==> src/rtl/sid_pkg.sv <==
// Shared constants for the SID filter front-end: register map, sample widths, sequencer states.
package sid_pkg;
  localparam int VOICE_W = 13;
  localparam int SOUND_W = 19;

  localparam logic [1:0] SID_FC_LO    = 2'd0;
  localparam logic [1:0] SID_FC_HI    = 2'd1;
  localparam logic [1:0] SID_RES_FILT = 2'd2;
  localparam logic [1:0] SID_MODE_VOL = 2'd3;

  typedef enum logic [1:0] {
    ST_IDLE   = 2'd0,
    ST_LAUNCH = 2'd1,
    ST_WAIT   = 2'd2
  } seq_state_t;
endpackage

==> src/rtl/sid_sample_tick.sv <==
// Free-running sample-rate divider; tick is high for one clk per SAMPLE_DIV cycles.
module sid_sample_tick #(
  parameter int SAMPLE_DIV = 750
) (
  input  logic clk,
  input  logic rst,
  output logic tick
);
  logic [15:0] cnt;

  assign tick = (cnt == 16'(SAMPLE_DIV - 1));

  always_ff @(posedge clk) begin
    if (rst)       cnt <= '0;
    else if (tick) cnt <= '0;
    else           cnt <= cnt + 16'd1;
  end
endmodule

==> src/rtl/sid_filter_sequencer.sv <==
// Sample scheduler and register front-end for sid_filters: launches one filter pass per
// sample, double-buffers the filter registers and holds each result for the DAC.
module sid_filter_sequencer
  import sid_pkg::*;
#(
  parameter int SAMPLE_DIV = 750,
  parameter int TIMEOUT    = 32
) (
  input  logic                      clk,
  input  logic                      rst,
  input  logic                      reg_we,
  input  logic [1:0]                reg_addr,
  input  logic [7:0]                reg_din,
  input  logic signed [VOICE_W-1:0] voice1,
  input  logic signed [VOICE_W-1:0] voice2,
  input  logic signed [VOICE_W-1:0] voice3,
  input  logic signed [VOICE_W-1:0] ext_in,
  output logic [7:0]                Fc_lo,
  output logic [7:0]                Fc_hi,
  output logic [7:0]                Res_Filt,
  output logic [7:0]                Mode_Vol,
  output logic signed [VOICE_W-1:0] f_voice1,
  output logic signed [VOICE_W-1:0] f_voice2,
  output logic signed [VOICE_W-1:0] f_voice3,
  output logic signed [VOICE_W-1:0] f_ext_in,
  output logic                      f_input_valid,
  input  logic signed [SOUND_W-1:0] f_sound,
  input  logic                      f_valid,
  output logic signed [SOUND_W-1:0] out_sample,
  output logic                      out_valid,
  input  logic                      out_ready,
  output logic                      overrun,
  output logic                      timeout_err,
  output logic [7:0]                drop_cnt
);
  localparam int TW = $clog2(TIMEOUT + 1);

  seq_state_t       state, state_nxt;
  logic             tick;
  logic [3:0][7:0]  shadow, committed;
  logic [TW-1:0]    wcnt;
  logic             launch, capture, expire, accept;

  sid_sample_tick #(.SAMPLE_DIV(SAMPLE_DIV)) u_tick (
    .clk  (clk),
    .rst  (rst),
    .tick (tick)
  );

  assign launch        = (state == ST_IDLE) && tick;
  assign capture       = (state == ST_WAIT) && f_valid;
  // wcnt holds cycles since launch, so the flag shows exactly TIMEOUT cycles after it
  assign expire        = (state == ST_WAIT) && !f_valid && (wcnt == TW'(TIMEOUT - 1));
  assign accept        = out_valid && out_ready;
  assign f_input_valid = (state == ST_LAUNCH);

  assign Fc_lo    = committed[SID_FC_LO];
  assign Fc_hi    = committed[SID_FC_HI];
  assign Res_Filt = committed[SID_RES_FILT];
  assign Mode_Vol = committed[SID_MODE_VOL];

  always_comb begin
    state_nxt = state;
    case (state)
      ST_IDLE:   if (launch) state_nxt = ST_LAUNCH;
      ST_LAUNCH: state_nxt = ST_WAIT;
      ST_WAIT:   if (capture || expire) state_nxt = ST_IDLE;
      default:   state_nxt = ST_IDLE;
    endcase
  end

  always_ff @(posedge clk) begin
    if (rst) state <= ST_IDLE;
    else     state <= state_nxt;
  end

  always_ff @(posedge clk) begin
    if (rst) begin
      shadow      <= '0;
      committed   <= '0;
      f_voice1    <= '0;
      f_voice2    <= '0;
      f_voice3    <= '0;
      f_ext_in    <= '0;
      wcnt        <= '0;
      out_sample  <= '0;
      out_valid   <= 1'b0;
      overrun     <= 1'b0;
      timeout_err <= 1'b0;
      drop_cnt    <= '0;
    end else begin
      if (reg_we) shadow[reg_addr] <= reg_din;
      // commit samples the pre-write shadow when a write lands on the same edge
      if (launch) begin
        committed <= shadow;
        f_voice1  <= voice1;
        f_voice2  <= voice2;
        f_voice3  <= voice3;
        f_ext_in  <= ext_in;
      end
      if (tick && state != ST_IDLE) overrun <= 1'b1;
      if (state == ST_LAUNCH)     wcnt <= TW'(1);
      else if (state == ST_WAIT)  wcnt <= wcnt + TW'(1);
      if (expire) timeout_err <= 1'b1;
      if (capture) begin
        out_sample <= f_sound;
        out_valid  <= 1'b1;
        if (out_valid && !out_ready && drop_cnt != 8'hFF) drop_cnt <= drop_cnt + 8'd1;
      end else if (accept) begin
        out_valid <= 1'b0;
      end
    end
  end
endmodule
==> config.mk <==
export PLATFORM = sky130hd
export DESIGN_NAME = sid_filter_sequencer
export DESIGN_NICKNAME = d
export VERILOG_FILES = /design/src/rtl/sid_pkg.sv /design/src/rtl/sid_sample_tick.sv /design/src/rtl/sid_filter_sequencer.sv
export SDC_FILE = /design/constraint.sdc
export NUM_CORES = 1
export LEC_CHECK = 0
export BUFFER_PORTS_ARGS = -buffer_cell sky130_fd_sc_hd__buf_2
export CAP_MARGIN = 25
export CORE_AREA = 2 2 126 128
export CTS_CLUSTER_DIAMETER = 100
export DETAILED_ROUTE_END_ITERATION = 8
export DIE_AREA = 0 0 128 130
export HOLD_SLACK_MARGIN = 0.05
export PLACE_DENSITY_LB_ADDON = 0.25
export SETUP_SLACK_MARGIN = 0.05
export SLEW_MARGIN = 40
export SYNTH_ARGS = -nofsm -noshare
export SYNTH_HDL_FRONTEND = slang
export SYNTH_HIERARCHICAL = 1
export SYNTH_SLANG_ARGS = --single-unit
export TNS_END_PERCENT = 100
==> constraint.sdc <==
create_clock -name clk -period 4.08 [get_ports clk]
set_input_delay 0.612 -clock clk [delete_from_list [all_inputs] [get_ports clk]]
set_output_delay 0.612 -clock clk [all_outputs]
set_load 0.03 [all_outputs]
Word level (Yosys, flattened, before mapping) --
Cells that the tools add are included.
Word-level totals: bits in registers 170, latch bits 0, memory bits (writable) 0, ROM bits 0, bits of input ports 86, logic and storage cells 63, memories 0
Operators by class: $add $sub $neg 3, multiply operators 0, divide/modulo/power cells 0, magnitude comparators 2, eq/ne operators 7, shift operators 0, muxes and demuxes 10, bitwise logic cells 0, reduce and logical (&&, ||, !) cells 20
Operators with widths (count):
- bitwise mux 32 bit | 1
- adder 16 x 1 -> 16 bit, second input constant | 1
- demux 8 bit (select 2 bit) | 1
- == test 16 x 10 -> 1 bit, second input constant | 1
- logical AND 1 bit | 9
- adder 8 x 1 -> 8 bit, second input constant | 1
- 2-to-1 mux 8 bit | 1
- inequality test 8 bit, second input constant | 1
- adder 6 x 1 -> 6 bit, second input constant | 1
- == test 6 x 5 -> 1 bit, second input constant | 1
- one-hot mux 2 bit (3 select lines) | 1
- nonzero test 2 bit | 3
- 2-to-1 mux 1 bit | 4
- 2-to-1 mux 2 bit | 2
- AND reduction 2 bit | 2
- OR reduction 2 bit | 2
- < comparator 2 x 3 -> 1 bit, second input constant | 1
- == test 2 x 1 -> 1 bit, second input constant | 1
- == test 2 bit, second input constant | 1
- greater-or-equal comparator 2 x 1 -> 1 bit, second input constant | 1
- logical NOT 1 bit | 2
- logical NOT 2 bit | 1
- inequality test 2 x 1 -> 1 bit, second input constant | 1
- inequality test 2 bit, second input constant | 1
- logical OR 1 bit | 1

Logic depth before layout (Yosys ltp) --
Gate-level depths: netlist of the first run.
depth in word-level cells 6, gate-level depth with buffers 10, depth with buffers taken out 8

Hierarchy --
The synthesis of the first run kept the hierarchy.
By module, submodules not included:
- sid_filter_sequencer | times used 1, cells each 655, area each 5585.4 um2, seq. area each 3083.0 um2
- sid_sample_tick | times used 1, cells each 85, area each 752.0 um2, seq. area each 320.3 um2

Worst setup path before layout of the first run --
OpenSTA, ideal clock, no wires.
kind register to register, from reg u_tick.cnt[0], to reg committed, in the netlist Fc_hi[0], setup time 0.070 ns, arrival 2.078 ns, required time 4.010 ns, setup slack 1.932 ns, cell stages (with the launch flop) 10, buffers on the path 2, period minus slack after synthesis 2.148 ns, cells stage by stage dfxtp_1 > ha_1 > or4b_1 > nor4_2 > and3_2 > and2_1 > buf_2 > buf_2 > nand2_1 > a21oi_1
On the way: longest elaborated chain between the ends 2
Ends and longest elaborated chain:
- from (decl) | RTL line sid_sample_tick.sv:9 | logic [15:0] cnt;
- from (signal assigned) | RTL line sid_sample_tick.sv:16 | else cnt <= cnt + 16'd1;
- == test 16 x 10 -> 1 bit | RTL line sid_sample_tick.sv:11 | assign tick = (cnt == 16'(SAMPLE_DIV - 1));
- named net tick | RTL line sid_filter_sequencer.sv:39 | logic tick;
- logical AND 1 bit | RTL line sid_filter_sequencer.sv:50 | assign launch = (state == ST_IDLE) && tick;
- to (signal assigned) | RTL line sid_filter_sequencer.sv:95 | committed <= shadow;
- to (decl) | RTL line sid_filter_sequencer.sv:40 | logic [3:0][7:0] shadow, committed;
The timed path passes the listed nets, and every way through them passes these cells. A chain may end at the register's enable or synchronous reset.

Final worst setup path of the first run --
from reg u_tick.cnt[0], to reg committed, in the netlist Fc_hi[6]
The elaborated chain is that of the path after synthesis.

==> impl_results.md, run 1 <==
- Status: finished clean
- Mapped Nets: 834
- Clock Pin Slew Worst Setup and Hold Paths: 0.07 ns
- Share of layout cells above drive strength 1: 0.266
- Setup violators final: 0
- # IOs: 201
- Clock root cell: clkbuf_16
- Unrepaired setup endpoints after global routing: false
- Die width: 128 um
- Commonest non-fill, non-tap cell in the layout: nand2_1
- Avg Inst Size Synth: 8.56 um2
- Pre-CTS setup slack: 1.26 ns
- Initial Util: 0.411
- Leak: 3.47 nW
- Die area: 16,600 um2
- Worst slew pin tran: 0.763 ns
- Vias in the first global route: 4,788
- Hold Vio Cnt, Final: 0
- Max-Cap Viols: 0
- Max Freq: 0.356 GHz
- Post-cts hold buffer count: 0
- HPWL after DPL: 9560 um
- Die height: 130 um
- Most frequent cells in the layout: nand2_1, buf_2, dfxtp_1, a21oi_1, nor2_1
- Via Count: 5,382
- FP Rows: 46
- ANT cells: 0
- Worst-path maximum fanout: 46
- CTS tree: built
- Worst-skew pair later-pin latency: 0.42 ns
- Syn-to-layout area delta: 26.5%
- Seq/Total Area, Yosys: 0.537
- Vias per cell: 4.80
- Synth warn: 6
- Post-DR wirelength/cell: 12.9 um
- Total gr overflow: 0
- Longest Clk Path Bufs: 2
- Relative slew slack: 0.491
- Port Buf Inserts: 200
- Worst hold path class: in -> reg
- Fin. max-slew vios: 0
- Post-CTS Resized: 0
- Cell variety after synth: 46
- Critical Path RT: 4.43 ns
- Post-layout minimum cycle time: 2.81 ns
- Detail Route Antenna Nets: 0
- Critical Path, Cell by Cell: ha_1 -> or4b_1 -> nor4_2 -> and3_2 -> and2_2 -> buf_12 -> nand2_1 -> a21oi_1
- Delay of the slowest critical-path stage: 0.65 ns
- Design Area, Final: 8020 um2
- Peak supply drop: 262 uV
- Placer Congestion: 0.745
- Worst Skew: 0.00725 ns
- Final-layout fill cell count: 1,506
- Cells after synthesis: 740
- Arrival @ worst endpoint: 3.16 ns
- P per Cell Area: 419 nW/um2
- Post-CTS Setup Inserts: 0
- Final TNS setup: 0 ns
- Hold slack final: 0.416 ns
- Fin crit share: 0.688
- Drt initial violations: 267
- Largest net degree at the start of global routing: 85
- Crit path capture type: flip-flop
- TritonCTS Sinks: 170
- #FFs+latches synth: 170
- CTS Buf Count: 17
- Final WS setup: 1.27 ns
- Gr usage total: 0.171
- First-pass iteration count of the detailed router: 4
- First-pass GRT wire length: 22,900 um
- Htree depth: 4
- Core area: 15,400 um2
- Setup CP Type: reg -> reg
- Cell Area, Placed: 7450 um2
- Cell Area, Synth: 6340 um2
- Antenna violations before repair: 0
- Routed wire length: 14,500 um
- Type of origin of the critical path: flip-flop
- # DRC: 0
- Final #Nets: 1,012
- Slowest CP cell: and2_2
cell families after synthesis:
| family | synth area share |
|---|---|
| xor+xnor | 0.0304 |
| simple gates | 0.225 |
| flops | 0.537 |
| fa+ha+maj | 0.0158 |
| mux | 0.0592 |
| buf+inv | 0.0359 |
| compound gates | 0.0965 |
area by class of cell:
cell class	instances	area (um2)	area share
Clock inverter	13	144	0.0179
Sequential cell	170	3400	0.424
Timing Repair Buffer	204	1070	0.133
Inverter	7	26.3	0.00328
Clock buffer	18	429	0.0535
Tap cell	192	240	0.0300
Multi-Input combinational cell	518	2710	0.338
metal layers:
layer / part of all wire / GRT usage / vias up
met3: 0.050 / 0.0492 / 12
li1: - / - / 2790
met1: 0.45 / 0.213 / 2464
met2: 0.48 / 0.282 / 116
met5: 0 / 0 / -
met4: 0.013 / 0.0711 / 0
power by group:
group / internal [mW] / switching, mW / total (mW)
clock network: 0.903 / 0.664 / 1.57
registers: 1.67 / 0.00894 / 1.68
logic: 0.0508 / 0.0609 / 0.112
through the flow:
step           std cells  power [mW]  utilization
2_1_floorplan        740        1.77            -
3_3_place_gp        1091        1.83        0.482
3_5_place_dp        1091        1.83        0.483
4_1_cts             1122        3.40        0.520
5_1_grt             1122        3.48        0.520
6_report            1122        3.36        0.520
worst max-delay path: cells and delay by family, from the launching register on:
family | cells | cell delay [ns]
DFF | 1 | 0.41
AOI/OAI and AO/OA | 1 | 0.12
buffers and inverters | 1 | 0.31
and+or+nand+nor | 5 | 1.70
adders and majority gates | 1 | 0.16
synth_stat cells, drive strengths merged:
master   count  share of area
a211oi       1         0.0012
a21oi      106          0.084
a31o         1         0.0014
a31oi        1        0.00099
and2         2         0.0020
and3         4         0.0041
and4         1         0.0014
and4b        1         0.0018
buf         19          0.016
clkbuf      26          0.016
dfxtp      170           0.54
ha           8          0.016
inv          7         0.0041
mux2         1         0.0024
mux2i       36          0.057
nand2      217           0.13
nand2b       5         0.0049
nand3        9         0.0071
nand3b       2         0.0024
nand4       10          0.012
nor2        65          0.040
nor2b        2         0.0020
nor3         8         0.0063
nor3b        1         0.0012
nor4         5         0.0069
nor4b        1         0.0014
o2111ai      1         0.0014
o211ai       3         0.0043
o21ai        1        0.00079
o31ai        1         0.0012
o32a         1         0.0016
or4          1         0.0012
or4b         1         0.0016
xnor2       10          0.014
xor2        12          0.017
registers in the layout (all words and copies together) (netlist names):
| name | flops |
|---|---|
| Fc_hi | 8 |
| Fc_lo | 8 |
| Mode_Vol | 8 |
| Res_Filt | 8 |
| drop_cnt | 8 |
| f_ext_in | 13 |
| f_voice1 | 13 |
| f_voice2 | 13 |
| f_voice3 | 13 |
| out_sample | 19 |
| out_valid | 1 |
| overrun | 1 |
| shadow | 32 |
| state | 2 |
| timeout_err | 1 |
| u_tick/cnt | 16 |
| wcnt | 6 |
path summary, 6_finish.rpt:
check / slack (ns) / startpoint / depth (start not counted) / endpoint
max reg2reg: 1.27 / u_tick/cnt[0] / 8 / Fc_hi[6]
max: 1.27 / u_tick/cnt[0] / 8 / Fc_hi[6]
min: 0.42 / f_sound[9] / 3 / out_sample[9]
min reg2reg: 0.45 / shadow[11] / 2 / Fc_hi[3]
No activity file was read; power rests on OpenSTA's default activity.
==> inputs of run 2 (changes only) <==
--- a/config.mk
+++ b/config.mk
@@ -5,12 +5,13 @@
 export SDC_FILE = /design/constraint.sdc
 export NUM_CORES = 1
 export LEC_CHECK = 0
+export ABC_AREA = 1
 export BUFFER_PORTS_ARGS = -buffer_cell sky130_fd_sc_hd__buf_2
 export CAP_MARGIN = 25
-export CORE_AREA = 2 2 126 128
+export CORE_AREA = 2 2 128 130
 export CTS_CLUSTER_DIAMETER = 100
 export DETAILED_ROUTE_END_ITERATION = 8
-export DIE_AREA = 0 0 128 130
+export DIE_AREA = 0 0 130 132
 export HOLD_SLACK_MARGIN = 0.05
 export PLACE_DENSITY_LB_ADDON = 0.25
 export SETUP_SLACK_MARGIN = 0.05
==> constraint.sdc (replaced) <==
create_clock -name clk -period 2.6 [get_ports clk]
set_input_delay 0.39 -clock clk [delete_from_list [all_inputs] [get_ports clk]]
set_output_delay 0.39 -clock clk [all_outputs]
set_load 0.03 [all_outputs]
==> impl_results.md, run 2 <==
- Clock root cell: clkbuf_16
- Commonest non-fill, non-tap cell in the layout: nor2_1
- Worst-skew pair later-pin latency: 0.43 ns
- Reg with most FFs: shadow
- Via Count: 5,970
- Drt initial violations: 298
- Cell Area, Synth: 6500 um2
- Final WS setup: 0.479 ns
- Share of layout cells above drive strength 1: 0.244
- Type of origin of the critical path: flip-flop
- Worst hold path class: in -> reg
- Largest family of logic cells by synthesized area: simple AND/OR/NAND/NOR gates
- Compound-Gate Fraction of Synth Area: 0.150
- Status: finished clean
- First-pass iteration count of the detailed router: 4
- Post-DR wirelength/cell: 12.8 um
- Hold Vio Cnt, Final: 0
- Cells after synthesis: 853
- Final #Nets: 1,133
- Fin. max-slew vios: 0
- Largest net degree at the start of global routing: 69
- Detail Route Antenna Nets: 0
- Die height: 132 um
- Leak: 3.71 nW
- Total gr overflow: 0
- Crit path capture type: flip-flop
- Post-synthesis mux area share: 0
- Worst-path maximum fanout: 16
- Area share of xor/xnor cells in the synthesized design: 0.00808
- #FFs+latches synth: 170
- Peak supply drop: 468 uV
- Antenna violations before repair: 1
- Dominant cells by area after synthesis: dfxtp_1, nor2_1, o21ai_0
- Max reg flops: 32
- Primary FF master, synth: dfxtp_1
- CTS tree: built
- Clock Pin Slew Worst Setup and Hold Paths: 0.07 ns
- Worst Skew: 0.00876 ns
- TritonCTS Sinks: 170
- Post-CTS Resized: 0
- Launching point of the worst reg2reg path: u_tick/cnt[0]
- Mapped Nets: 947
- Vias per cell: 4.70
- Synth warn: 6
- Placer Congestion: 0.856
- Core area: 15,700 um2
- Htree depth: 4
- Fin crit share: 0.816
- Design Area, Final: 8330 um2
- Layout Cells excl Fill: 1,269
- CTS Buf Count: 17
- Unrepaired setup endpoints after global routing: false
- Gr usage total: 0.190
- FP Rows: 46
- EDFF count, synth: 0
- Post-CTS Setup Inserts: 0
- Worst slew pin tran: 0.625 ns
- Avg Inst Size Synth: 7.62 um2
- Simple-gate share of the synthesized area: 0.234
- Adder-cell share of the synthesized area: 0.0154
- # DRC: 0
- Vias in the first global route: 5,282
- R2r setup slk: 0.48 ns
- Pwr Total: 5.62 mW
- Max-Cap Viols: 0
- Cell variety after synth: 32
- Relative slew slack: 0.583
- Most frequent cells in the layout: nor2_1, buf_2, dfxtp_1, o21ai_0, inv_1
- Die width: 130 um
- HP Start: voice1[9]
- Post-layout minimum cycle time: 2.12 ns
- Async SR Flop Fraction: 0
- Syn-to-layout area delta: 28.1%
- Most common cell in the netlist: nor2_1
- Crit Reg-Reg Endpoint: Mode_Vol[0]
- Routed wire length: 16,200 um
- Final TNS setup: 0 ns
- Max Freq: 0.471 GHz
- Seq/Total Area, Yosys: 0.523
- Yosys top cell area share: 0.523
- Port Buf Inserts: 200
- Pre-CTS setup slack: 0.472 ns
- Commonest cells in the netlist: nor2_1, dfxtp_1, o21ai_0
- Arrival @ worst endpoint: 2.48 ns
- Setup CP Type: reg -> reg
- P per Cell Area: 675 nW/um2
- Setup violators final: 0
- First-pass GRT wire length: 26,100 um
- Cell taking the most area after synthesis: dfxtp_1
- Initial Util: 0.414
- Cell Area, Placed: 7680 um2
- Final-layout fill cell count: 1,529
- Critical Path RT: 2.96 ns
- HPWL after DPL: 11,400 um
- Placed cell count: 1,236
- Hold Crit Depth: 3
- Hold Path End: f_voice1[9]
- Worst Reg2Reg Path Length in Cells: 10
- Die area: 17,200 um2
- Regs by FF count: shadow: 32 flops, out_sample: 19 flops, u_tick/cnt: 16 flops
- Longest Clk Path Bufs: 2
- # IOs: 201
- Post-cts hold buffer count: 0
-- run 2: changes by cell type in the layout (fill, tap and decap cells not counted), sizes merged, moves of 4 or more --
| cell | previous run | this run |
|---|---|---|
| nand2b | 5 | 0 |
| a21oi | 106 | 52 |
| nor2 | 65 | 254 |
| nand3 | 9 | 27 |
| buf | 204 | 208 |
| xnor2 | 10 | 2 |
| inv | 11 | 67 |
| nor4 | 5 | 0 |
| o21ai | 1 | 140 |
| mux2i | 36 | 0 |
| xor2 | 12 | 4 |
| nand2 | 217 | 67 |
-- run 2: critical path, cell delays in order (launching register included) --
cell and delay (ns):
dfxtp_1 0.43, ha_1 0.18, inv_1 0.05, nor3_1 0.12, nand4_1 0.10, nor3_1 0.29
nand2_2 0.11, inv_2 0.30, buf_4 0.28, o21ai_0 0.10, a21oi_1 0.11
-- run 2: worst max-delay path by stage --
stage,cells after the start,from,end,slack [ns]
after global routing,10,u_tick/cnt[0],Mode_Vol[7],0.17
after floorplan,10,u_tick/cnt[0],f_voice1[6],0.79
final,10,u_tick/cnt[0],Mode_Vol[0],0.48
after CTS,10,u_tick/cnt[0],Mode_Vol[0],0.47
after detailed placement,10,u_tick/cnt[0],Mode_Vol[0],0.47
after global placement,10,u_tick/cnt[0],Mode_Vol[7],0.54
-- run 2: cells by family (layout without fill, tap and decap cells) --
kind of cell	Yosys count	in the layout
other cells	0	1
xor+xnor	6	6
compound gates	194	194
simple gates	369	369
fa+ha+maj	8	8
buf+inv	106	305
flops	170	170
-- run 2: cell type report --
cell class / instances / area [um2] / share of cell area
Antenna cell: 1 / 2.50 / 0.000300
Clock buffer: 18 / 429 / 0.0515
Clock inverter: 14 / 215 / 0.0258
Inverter: 65 / 245 / 0.0294
Multi-Input combinational cell: 577 / 2650 / 0.319
Sequential cell: 170 / 3400 / 0.409
Tap cell: 216 / 270 / 0.0324
Timing Repair Buffer: 208 / 1110 / 0.133
-- run 2: routing by layer --
metal	part of all wire	routed length, um	track usage
met4	0.018	288	0.0723
met5	0	0	0
met1	0.44	7200	0.234
met3	0.055	894	0.0503
met2	0.48	7800	0.315
-- run 2: metrics by stage --
| stage | hold slack (ns) | util |
|---|---|---|
| after global routing | 0.197 | 0.530 |
| after floorplan | 0.429 | - |
| after detailed placement | 0.445 | 0.489 |
| after global placement | 0.440 | 0.489 |
| after CTS | 0.177 | 0.530 |
| final | 0.197 | 0.530 |
-- run 2: where the power goes --
| part | switching [mW] | total [mW] | internal (mW) | leakage (nW) |
|---|---|---|---|---|
| clock network | 1.05 | 2.76 | 1.71 | 0.311 |
| logic | 0.124 | 0.215 | 0.0917 | 2.03 |
| registers | 0.0137 | 2.65 | 2.63 | 1.37 |
==> inputs of run 3 (changes only) <==
--- a/config.mk
+++ b/config.mk
@@ -5,13 +5,13 @@
 export SDC_FILE = /design/constraint.sdc
 export NUM_CORES = 1
 export LEC_CHECK = 0
-export ABC_AREA = 1
+export ABC_AREA = 0
 export BUFFER_PORTS_ARGS = -buffer_cell sky130_fd_sc_hd__buf_2
 export CAP_MARGIN = 25
-export CORE_AREA = 2 2 128 130
+export CORE_AREA = 2 2 126 128
 export CTS_CLUSTER_DIAMETER = 100
 export DETAILED_ROUTE_END_ITERATION = 8
-export DIE_AREA = 0 0 130 132
+export DIE_AREA = 0 0 128 130
 export HOLD_SLACK_MARGIN = 0.05
 export PLACE_DENSITY_LB_ADDON = 0.25
 export SETUP_SLACK_MARGIN = 0.05
==> constraint.sdc (replaced) <==
create_clock -name clk -period 2 [get_ports clk]
set_input_delay 0.3 -clock clk [delete_from_list [all_inputs] [get_ports clk]]
set_output_delay 0.3 -clock clk [all_outputs]
set_load 0.03 [all_outputs]
==> impl_results.md, run 3 (same netlist as run 1, synthesis figures left out) <==
- Status: complete, but fails checks
- Failing checks: setup timing
- Setup violators final: 84
- TritonCTS Sinks: 170
- Final #Nets: 1,039
- Port Buf Inserts: 200
- Final-layout fill cell count: 1,450
- Setup CP Type: reg -> reg
- Peak supply drop: 534 uV
- CP Launch Point: u_tick/cnt[0]
- Met2 GRT Util: 0.284
- Delay of the slowest critical-path stage: 0.46 ns
- Final Core Density: 0.558
- Regs by FF count: shadow: 32 flops, out_sample: 19 flops, u_tick/cnt: 16 flops
- ANT cells: 0
- Share of layout cells above drive strength 1: 0.338
- Drt initial violations: 250
- Via Count: 5,657
- Unrepaired setup endpoints after global routing: true
- Worst-path maximum fanout: 30
- # IOs: 201
- Syn-to-layout area delta: 35.7%
- Max-Cap Viols: 0
- First-pass GRT wire length: 23,500 um
- Placed cell count: 1,106
- Worst Skew: 0.00906 ns
- Commonest non-fill, non-tap cell in the layout: nand2_1
- Core area: 15,400 um2
- Leak: 3.74 nW
- Antenna violations before repair: 0
- Met1 Usage GRT: 0.218
- Type of origin of the critical path: flip-flop
- Clock root cell: clkbuf_16
- Vias in the first global route: 4,898
- Slowest CP cell: or4b_4
- Pwr Total: 6.72 mW
- CTS Buf Count: 17
- Worst-skew pair later-pin latency: 0.42 ns
- Hold Crit Depth: 3
- Fin crit share: 1.04
- # DRC: 0
- Hold Vio Cnt, Final: 0
- Longest Clk Path Bufs: 2
- Routed wire length: 16,000 um
- Met3 usage in global routing: 0.0476
- Vias per cell: 4.92
- Crit Reg-Reg Endpoint: f_voice2[12]
- Launching point of the worst reg2reg path: u_tick/cnt[0]
- CTS tree: built
- Final WS setup: -0.0826 ns
- P per Cell Area: 781 nW/um2
- Placer Congestion: 0.800
- Layout Cells excl Fill: 1,150
- Initial Util: 0.411
- Detail Route Antenna Nets: 0
- Fin. max-slew vios: 0
- Post-DR wirelength/cell: 13.9 um
- Htree depth: 4
- R2r setup slk: -0.08 ns
- Relative slew slack: 0.632
- Clock Pin Slew Worst Setup and Hold Paths: 0.07 ns
- Post-layout minimum cycle time: 2.08 ns
- Final TNS setup: -3.73 ns
- First-pass iteration count of the detailed router: 4
- Multi-input gate area: 2910 um2
- Arrival @ worst endpoint: 2.38 ns
- Die height: 130 um
- Worst slew pin tran: 0.550 ns
- FP Rows: 46
- Die area: 16,600 um2
- Most frequent cells in the layout: nand2_1, buf_2, dfxtp_1, a21oi_1, nor2_1
- Total gr overflow: 0
- Worst hold path class: in -> reg
- Die width: 128 um
- Storage cell area: 3410 um2
- Worst Reg2Reg Path Length in Cells: 9
- Post-cts hold buffer count: 0
- HP Start: f_sound[9]
- Reg with most FFs: shadow
- Max Freq: 0.480 GHz
- HPWL after DPL: 10,200 um
- Largest net degree at the start of global routing: 74
- Max reg flops: 32
- Gr usage total: 0.175
- Critical Path RT: 2.30 ns
- GR peak layer: met2
- Crit path capture type: flip-flop
- Hold Path End: out_sample[9]
- Critical Path, Cell by Cell: ha_4 -> or4b_4 -> nor4_4 -> and3_4 -> buf_4 -> nand2_4 -> buf_12 -> nand2_1 -> a21oi_2
[run 3: cell count changes in the layout (fill, tap and decap cells not counted), sizes merged, moves of 7 or more]
cell | previous run | this run
clkbuf | 18 | 25
o21ai | 140 | 1
buf | 208 | 224
nor2 | 254 | 65
xor2 | 4 | 12
a21oi | 52 | 106
inv | 67 | 10
nand2 | 67 | 217
xnor2 | 2 | 10
mux2i | 0 | 36
nand3 | 27 | 9
[run 3: where the power goes]
part | switching (mW) | total, mW | internal, mW
sequential | 0.0164 | 3.43 | 3.41
clock | 1.37 | 3.03 | 1.66
combinational | 0.141 | 0.257 | 0.117
total | 1.53 | 6.72 | 5.19
[run 3: metrics by stage]
stage                     hold WS (ns)  setup slack, ns  area [um2]
final                            0.107          -0.0826        8600
after global routing             0.106           -0.173        8600
after CTS                       0.0934          -0.0385        8230
after detailed placement         0.444          -0.0786        7620
after global placement           0.439           0.0266        7620
after floorplan                  0.428           0.0374        6390
[run 3: worst max-delay path: cells and delay by family, from the launching register on]
family | cells | cell delay (ns)
buffers and inverters | 2 | 0.31
AND/OR/NAND/NOR | 5 | 1.08
AO/OA/AOI/OAI | 1 | 0.06
adder cells (fa/ha/maj) | 1 | 0.12
flip-flops | 1 | 0.36
[run 3: timing repair]
item	in CTS	in global routing
buffers inserted	1	3
gates cloned	0	8
pin swaps	0	8
endpoints found under the setup margin	83	86
hold endpoints to repair	0	0
resized for setup	16	42
[run 3: how the worst max path moves through the flow]
| stage | end | slack (ns) |
|---|---|---|
| finish | f_voice2[12] | -0.08 |
| detailed placement | f_voice2[12] | -0.08 |
| global route | f_voice2[12] | -0.17 |
| floorplan | Fc_lo[4] | 0.04 |
| global placement | f_voice1[0] | 0.03 |
| CTS | f_voice2[9] | -0.04 |
[run 3: layout make-up]
| class | instances | share of cell area |
|---|---|---|
| clock buffers | 19 | 0.0527 |
| clock inverters | 13 | 0.0111 |
| inverters | 7 | 0.00305 |
| multi-input cells | 519 | 0.339 |
| flip-flops and latches | 170 | 0.396 |
| well taps | 192 | 0.0279 |
| repair buffers | 230 | 0.170 |
[run 3: per-layer routing]
metal / part of all wire / wire length [um] / up-vias
met1: 0.45 / 7240 / 2640
met4: 0.018 / 286 / 0
met2: 0.48 / 7640 / 147
li1: - / - / 2851
met5: 0 / 0 / -
met3: 0.054 / 866 / 19
